[src/rtl/ifu_fetch_unit_pkg.sv]
// Shared definitions for the instruction fetch unit. The decode and execute
// stages use the same state encoding and widths.
//   INST_W        instruction word width
//   IFU_RESET_PC  default architectural PC after reset
//   ifu_state_e   fetch FSM states
//   ifu_inst_t    instruction record presented downstream
package ifu_fetch_unit_pkg;

  localparam int          INST_W       = 32;
  localparam logic [31:0] IFU_RESET_PC = 32'h8000_0000;

  typedef enum logic [2:0] {
    S_IDLE,
    S_REQ,
    S_WAIT,
    S_OUT,
    S_NEXT
  } ifu_state_e;

  typedef struct packed {
    logic [INST_W-1:0] inst;
    logic [31:0]       pc;
    logic              err;
  } ifu_inst_t;

  // Instructions are word aligned; any low address bit set is a fault.
  function automatic logic pc_aligned(input logic [31:0] pc);
    return pc[1:0] == 2'b00;
  endfunction

endpackage

[src/rtl/ifu_timeout_counter.sv]
// Memory-response watchdog for the fetch unit.
//   clk, rst  clock, async active-low reset
//   clear     restart the count (held while the request is outstanding)
//   enable    one more cycle without a response
//   expired   this cycle is the TIMEOUT-th cycle without a response
// TIMEOUT=0 disables the watchdog and ties expired low.
module ifu_timeout_counter #(
  parameter int TIMEOUT = 255
) (
  input  logic clk,
  input  logic rst,
  input  logic clear,
  input  logic enable,
  output logic expired
);

  generate
    if (TIMEOUT == 0) begin : g_off
      assign expired = 1'b0;
    end else begin : g_cnt
      localparam int W = $clog2(TIMEOUT + 1);
      logic [W-1:0] cnt;

      always_ff @(posedge clk or negedge rst) begin
        if (!rst)                                cnt <= '0;
        else if (clear)                          cnt <= '0;
        else if (enable && cnt != W'(TIMEOUT))   cnt <= cnt + 1'b1;
      end

      // Fires on the cycle whose increment would bring the count to
      // TIMEOUT, so the FSM leaves WAIT after exactly TIMEOUT empty cycles.
      assign expired = enable && (cnt == W'(TIMEOUT - 1));
    end
  endgenerate

endmodule

[src/rtl/ifu_fetch_unit.sv]
// Instruction fetch stage: owns the PC, fetches one word at a time from
// instruction memory, hands it downstream, then waits for the next PC from
// execute. Non-pipelined loop IDLE -> REQ -> WAIT -> OUT -> NEXT.
//   clk, rst                    clock, async active-low reset
//   imem_req_*                  fetch request (valid/ready, addr = pc)
//   imem_rsp_*                  fetch response (valid, data, bus error)
//   inst_valid/ready, inst,
//   inst_pc, inst_err           instruction record to decode
//   pc_update_valid, pc_next    next PC from execute (only heard in NEXT)
// Outputs are registers or decodes of the state register only.
module ifu_fetch_unit
  import ifu_fetch_unit_pkg::*;
#(
  parameter logic [31:0] RESET_PC = IFU_RESET_PC,
  parameter int          TIMEOUT  = 255
) (
  input  logic              clk,
  input  logic              rst,
  output logic              imem_req_valid,
  input  logic              imem_req_ready,
  output logic [31:0]       imem_req_addr,
  input  logic              imem_rsp_valid,
  input  logic [INST_W-1:0] imem_rsp_data,
  input  logic              imem_rsp_err,
  output logic              inst_valid,
  input  logic              inst_ready,
  output logic [INST_W-1:0] inst,
  output logic [31:0]       inst_pc,
  output logic              inst_err,
  input  logic              pc_update_valid,
  input  logic [31:0]       pc_next
);

  ifu_state_e  state;
  logic [31:0] pc;
  ifu_inst_t   out_q;
  logic        tmo_expired;

  ifu_timeout_counter #(.TIMEOUT(TIMEOUT)) u_tmo (
    .clk     (clk),
    .rst     (rst),
    .clear   (state == S_REQ),
    .enable  (state == S_WAIT && !imem_rsp_valid),
    .expired (tmo_expired)
  );

  always_ff @(posedge clk or negedge rst) begin
    if (!rst) begin
      state <= S_IDLE;
      pc    <= RESET_PC;
      out_q <= '{inst: '0, pc: RESET_PC, err: 1'b0};
    end else begin
      case (state)
        S_IDLE: state <= S_REQ;
        S_REQ:  if (imem_req_ready) state <= S_WAIT;
        S_WAIT: begin
          // A response in the expiry cycle still wins over the timeout.
          if (imem_rsp_valid) begin
            out_q <= '{inst: imem_rsp_data, pc: pc, err: imem_rsp_err};
            state <= S_OUT;
          end else if (tmo_expired) begin
            out_q <= '{inst: '0, pc: pc, err: 1'b1};
            state <= S_OUT;
          end
        end
        S_OUT:  if (inst_ready) state <= S_NEXT;
        S_NEXT: begin
          if (pc_update_valid) begin
            pc <= pc_next;
            if (pc_aligned(pc_next)) begin
              state <= S_REQ;
            end else begin
              // Misaligned target: report the fault without touching memory.
              out_q <= '{inst: '0, pc: pc_next, err: 1'b1};
              state <= S_OUT;
            end
          end
        end
        default: state <= S_IDLE;
      endcase
    end
  end

  assign imem_req_valid = (state == S_REQ);
  assign imem_req_addr  = pc;
  assign inst_valid     = (state == S_OUT);
  assign inst           = out_q.inst;
  assign inst_pc        = out_q.pc;
  assign inst_err       = out_q.err;

endmodule

[config.mk]
export PLATFORM = sky130hd
export DESIGN_NAME = ifu_fetch_unit
export DESIGN_NICKNAME = d
export VERILOG_FILES = /design/src/rtl/ifu_fetch_unit_pkg.sv /design/src/rtl/ifu_timeout_counter.sv /design/src/rtl/ifu_fetch_unit.sv
export SDC_FILE = /design/constraint.sdc
export NUM_CORES = 1
export LEC_CHECK = 0
export ABC_AREA = 1
export BUFFER_PORTS_ARGS = -buffer_cell sky130_fd_sc_hd__buf_2
export CAP_MARGIN = 20
export CORE_MARGIN = 8
export CORE_UTILIZATION = 51
export DETAILED_ROUTE_END_ITERATION = 10
export GPL_ROUTABILITY_DRIVEN = 0
export PLACE_DENSITY = 0.8
export REMOVE_ABC_BUFFERS = 1
export SLEW_MARGIN = 10
export SYNTH_ARGS = -nofsm -noshare
export SYNTH_HDL_FRONTEND = slang
export SYNTH_HIERARCHICAL = 1
export SYNTH_SLANG_ARGS = --single-unit
[constraint.sdc]
create_clock -name clk -period 2 [get_ports clk]
set_input_delay 0.3 -clock clk [delete_from_list [all_inputs] [get_ports clk]]
set_output_delay 0.3 -clock clk [all_outputs]
set_load 0.005 [all_outputs]
[Word level (Yosys, flattened, before mapping)]
Cells that the tools add are included.
Operators by class
  $add $sub $neg: 1
  reduce and logical (&&, ||, !) cells: 11
  equal/unequal tests: 11
  mux-type cells: 14
Operators by type and width (number)
  65-bit 2-to-1 mux: 4
  65-bit case mux with 2 select lines: 1
  8-bit 2-to-1 mux: 2
  3-bit 2-to-1 mux: 5
  3-bit case mux with 5 select lines: 1
  8-bit by 1-bit adder with 8-bit output, second input constant: 1
  8-bit == test, second input constant: 1
  8-bit != test, second input constant: 1
  4-bit AND reduction: 2
  3-bit by 2-bit == test with 1-bit output, second input constant: 2
  2-bit by 1-bit != test with 1-bit output, second input constant: 2
  2-bit != test, second input constant: 2
  2-bit nonzero test: 2
  3-bit by 1-bit == test with 1-bit output, second input constant: 1
  3-bit == test, second input constant: 1
  1-bit logical AND: 3
  3-bit zero test: 1
  3-bit != test, second input constant: 1
  2-bit zero test: 1
  2-bit 2-to-1 mux: 1
  2-bit AND reduction: 1
  1-bit zero test: 1
Word-level totals
  input port bits: 71
  register bits after elaboration: 108

[Logic depth before layout (Yosys ltp)]
  word-level depth: 6
  gate-level depth with buffers: 14

[Cells and area by module]
The synthesis kept the hierarchy.
By module, submodules not included
  ifu_fetch_unit: area an instance 4893.4 um^2, seq. area each 2504.9 um^2, cells an instance 641, times used 1
  ifu_timeout_counter: area an instance 528.0 um^2, seq. area each 200.2 um^2, cells an instance 75, times used 1

[Worst setup path before layout]
Ideal clock, no wire load.
  path kind: input to register
  from: input port imem_rsp_valid
  to: register out_q, in the netlist inst[0]
  data required time: 1.884 ns
  library setup time: 0.116 ns
  slack: 0.199 ns
  data arrival time: 1.684 ns
  stages: 13
  path through: buf_2 > clkbuf_1 > nor2_1 > inv_1 > nor2_1 > nor2_1 > nand3_2 > nand2_1 > inv_2 > buf_6 > buf_2 > nand3_1 > nand2_1
Between the ends
  cells in the longest elaborated chain, start to end: 5
RTL lines
  start: declaration: RTL line ifu_fetch_unit.sv:22  | input logic imem_rsp_valid,
  1-bit zero test: RTL line ifu_fetch_unit.sv:43  | .enable (state == S_WAIT && !imem_rsp_valid),
  1-bit logical AND: RTL line ifu_fetch_unit.sv:43
  1-bit logical AND: RTL line ifu_timeout_counter.sv:32  | assign expired = enable && (cnt == W'(TIMEOUT - 1));
  net tmo_expired: RTL line ifu_fetch_unit.sv:37  | logic tmo_expired;
  3-bit != test (no line)
  4-bit AND reduction (no line)
  end signal: assignment: RTL line ifu_fetch_unit.sv:51  | out_q <= '{inst: '0, pc: RESET_PC, err: 1'b0};
  end signal: assignment: RTL line ifu_fetch_unit.sv:59  | out_q <= '{inst: imem_rsp_data, pc: pc, err: imem_rsp_err};
  end signal: assignment: RTL line ifu_fetch_unit.sv:62  | out_q <= '{inst: '0, pc: pc, err: 1'b1};
  end: declaration: RTL line ifu_fetch_unit.sv:36  | ifu_inst_t out_q;
The timed path passes the listed nets, and every way through them passes these cells.
A chain may end at the register's enable or synchronous reset.

[Worst setup path after layout]
  from: register state[2]
  to: output port imem_req_valid
Between the ends
  cells in the longest elaborated chain, start to end: 1
RTL lines
  start: declaration: RTL line ifu_fetch_unit.sv:34  | ifu_state_e state;
  start signal: assignment: RTL line ifu_fetch_unit.sv:49  | state <= S_IDLE;
  start signal: assignment: RTL line ifu_fetch_unit.sv:54  | S_IDLE: state <= S_REQ;
  start signal: assignment: RTL line ifu_fetch_unit.sv:55  | S_REQ: if (imem_req_ready) state <= S_WAIT;
  3-bit by 1-bit == test with 1-bit output: RTL line ifu_fetch_unit.sv:84  | assign imem_req_valid = (state == S_REQ);
  end: declaration: RTL line ifu_fetch_unit.sv:19  | output logic imem_req_valid,
Every way passes these cells.

==> impl_results.md <==
* Status: finished clean
* Clk_lat worst skew at 0.37 ns
* Port-buffer cells at 169
* Register area share after synthesis at 0.4990
* CTS Buf Count at 9
* Crit path DAT at 1.58 ns
* Global-route wire length before repair at 25140 um
* Max cap viols at 0
* Synth Warn # at 6
* Static leakage at 0.003893 uW
* Crit Reg-Reg Startpoint: state[0]$_DFFE_PN0P_
* Largest net degree at the start of global routing at 71
* Fill cell count at 945
* Rows at 37
* Clk Tree Root Cell: clkbuf_8
* Final period utilization at 0.9394
* Sequential share of power at 0.393
* CP required at 1.70 ns
* Die width at 119.1 um
* P_int at 5360 uW
* FMAX at 532.3 MHz
* Layout cells sized above 1 at 0.2626
* Netlist cell types at 27
* Detailed placement HPWL at 10220 um
* HP Class: in2reg
* Syn_area_per_cell at 7.572 um2
* RSZ-0062 raised after global routing: false
* Synthesized instance count at 716
* Hold EP: imem_req_addr[31]$_DFFE_PN1P_
* Worst vdd ir at 0.0008739 V
* Synthesized area at 5421 um2
* Yosys reg bits at 108
* Vias after detailed routing at 5210
* Final count of hold timing violations at 0
* Ant. Diodes at 0
* Drt total wl at 15200 um
* Top cells by area, synth: dfrtp_1 (49%), nand2_1 (20%), nand3_1 (9.7%), o21ai_0 (3.1%), a21oi_1 (3.0%)
* Rel. slew slack at 0.7304
* Min-delay src: pc_next[31]
* CTS clk-pin slew, worst paths at 0.10 ns
* Routed length per instance at 15.08 um
* Startpoint types: flop
* Power Density at 1445 nW/um2
* P_sw at 4178 uW
* Total gr overflow at 0
* Yosys top cell area share at 0.4893
* Vias in the first global route at 5044
* R2r worst-path depth at 12
* Post-Layout Cell Count at 1008
* Crit-path max FO at 70
* Placed cell count at 991
* Initial Util at 0.5251
* Final setup viols at 0
* Die H at 119.1 um
* Post-Place Cell Area at 6375 um2
* H-tree levels at 3
* Crit path time final at 1.879 ns
* Clock sinks at 108
* NumNets Final at 941
* Worst flop-to-flop path endpoint: inst[12]$_DFFE_PN0P_
* R2R setup slack at 0.17 ns
* Cells on Worst Hold Path at 3
* CTS tree: done
* ANT nets after route at 0
* Initial antenna violation count at 0
* Worst Tran Pin Value at 0.4044 ns
* Post-DR vias/cell at 5.169
* Hold Worst Slack at 0.1667 ns
* DR pass1 iterations at 5
* Gr usage total at 0.2109
* Max-slew violations at 0
* Max clock buf depth at 2
* DRC violations left at 0
* Area leader, netlist: dfrtp_1
* 1st-iter DRT viols at 461
* Die ar. at 14190 um2
* Sw frac at 0.4380
* Clock power share at 0.132
* Sum Neg Setup Slack at 0 ns
* Design area at 6601 um2
* Critical path class: reg2out
* Gate power share at 0.475
* CORE AREA at 10320 um2
* I/O pins at 170
* Area Overhead vs Synth at 21.76%
* # Post-CTS Setup Buffers at 0
* Worst setup EP type: output port
* Worst Skew at 0.01294 ns
## flip-flops by register name (all words and copies together), names as in the netlist
| name | flops |
|---|---|
| imem_req_addr | 32 |
| inst_pc | 32 |
| inst_err | 1 |
| state | 3 |
| inst | 32 |
| u_tmo/g_cnt.cnt | 8 |
## routing by layer
metal	share of wire	GRT usage	vias to the layer above
met5	0	0	-
met4	0.012	0.05059	0
met3	0.065	0.05857	12
met2	0.48	0.3333	175
met1	0.44	0.2812	2456
li1	-	-	2567
## Yosys cell counts
library cell  count
o21ai_0          34
clkinv_1          2
nand3_2           4
xor2_1            2
clkbuf_1         13
o21bai_1          1
ha_1              2
dfrtp_1         106
clkinv_4          1
nand2_4           1
o21ai_1           3
inv_2             3
nand4_1           3
buf_1             2
nor2_1           17
nand2_1         296
buf_6             6
inv_1            43
a21oi_1          33
inv_4             1
buf_4             8
buf_2            20
nand3_1         105
nor2_4            3
dfstp_2           2
nand2_2           4
nand3b_1          1
## power groups by stage
stage	combinational [uW]	clock, uW	sequential, uW
floorplan	2180	0	3890
global placement	4420	0	3750
detailed placement	4520	0	3770
CTS	4540	1300	3730
global route	5140	1380	3840
finish	4540	1260	3750
## worst max-delay path by stage
| stage | start | to | slack, ns | cells past startpoint |
|---|---|---|---|---|
| after CTS | state[2]$_DFFE_PN0P_ | imem_req_valid | 0.02 | 5 |
| after detailed placement | state[1]$_DFFE_PN0P_ | inst[17]$_DFFE_PN0P_ | 0.15 | 13 |
| after global placement | state[1]$_DFFE_PN0P_ | inst[0]$_DFFE_PN0P_ | 0.25 | 13 |
| after floorplan | state[2]$_DFFE_PN0P_ | inst[0]$_DFFE_PN0P_ | -1.59 | 5 |
| after global routing | state[1]$_DFFE_PN0P_ | inst_pc[7]$_DFFE_PN0P_ | 0.02 | 13 |
| final | state[2]$_DFFE_PN0P_ | imem_req_valid | 0.12 | 5 |
## what timing repair did
action | CTS | global route
hold buffers | 1 | 0
resized for setup | 0 | 5
hold endpoints to repair | 23 | 0
endpoints found under the setup margin | 0 | 55
## logic make-up after synthesis
family,count (synthesis),share of synthesized area
AO/OA/AOI/OAI,71,0.06600
AND/OR/NAND/NOR,434,0.3388
buffers and inverters,99,0.08839
flip-flops,108,0.4990
adder cells (fa/ha/maj),2,0.004615
XOR/XNOR,2,0.003232
## worst max-delay path: stages, from the launching register on
cell	delay, ns
dfrtp_2	0.44
buf_12	0.22
nor2_1	0.19
nand2_1	0.11
inv_2	0.13
buf_2	0.13
## per-stage QoR
| step | setup WS (ns) | utilization | power [uW] |
|---|---|---|---|
| finish | 0.1213 | 0.6394 | 9538 |
| global placement | 0.2472 | 0.6175 | 8168 |
| CTS | 0.01682 | 0.6363 | 9572 |
| floorplan | -1.593 | - | 6073 |
| detailed placement | 0.1506 | 0.6175 | 8293 |
| global route | 0.01502 | 0.6394 | 10360 |
## placed cells by master, fill, tap and decap left out, drive strengths merged
| cell | n |
|---|---|
| inv | 48 |
| dfrtp | 106 |
| clkinv | 7 |
| nand3b | 1 |
| ha | 2 |
| xor2 | 2 |
| buf | 188 |
| o21bai | 1 |
| nor2 | 20 |
| nand2 | 301 |
| nand3 | 109 |
| dlygate4sd3 | 1 |
| clkbuf | 11 |
| a21oi | 33 |
| o21ai | 37 |
| dfstp | 2 |
| nand4 | 3 |
## layout make-up
class,count,area [um2],share of cell area
clock inverter,5,46.29,0.007013
clock buffer,10,137.6,0.02085
sequential,108,2709,0.4103
timing repair buffer,190,1101,0.1668
multi-input combinational,509,2242,0.3397
inverter,50,195.2,0.02957
tap,136,170.2,0.02578
(Power assumes the default switching activity.)
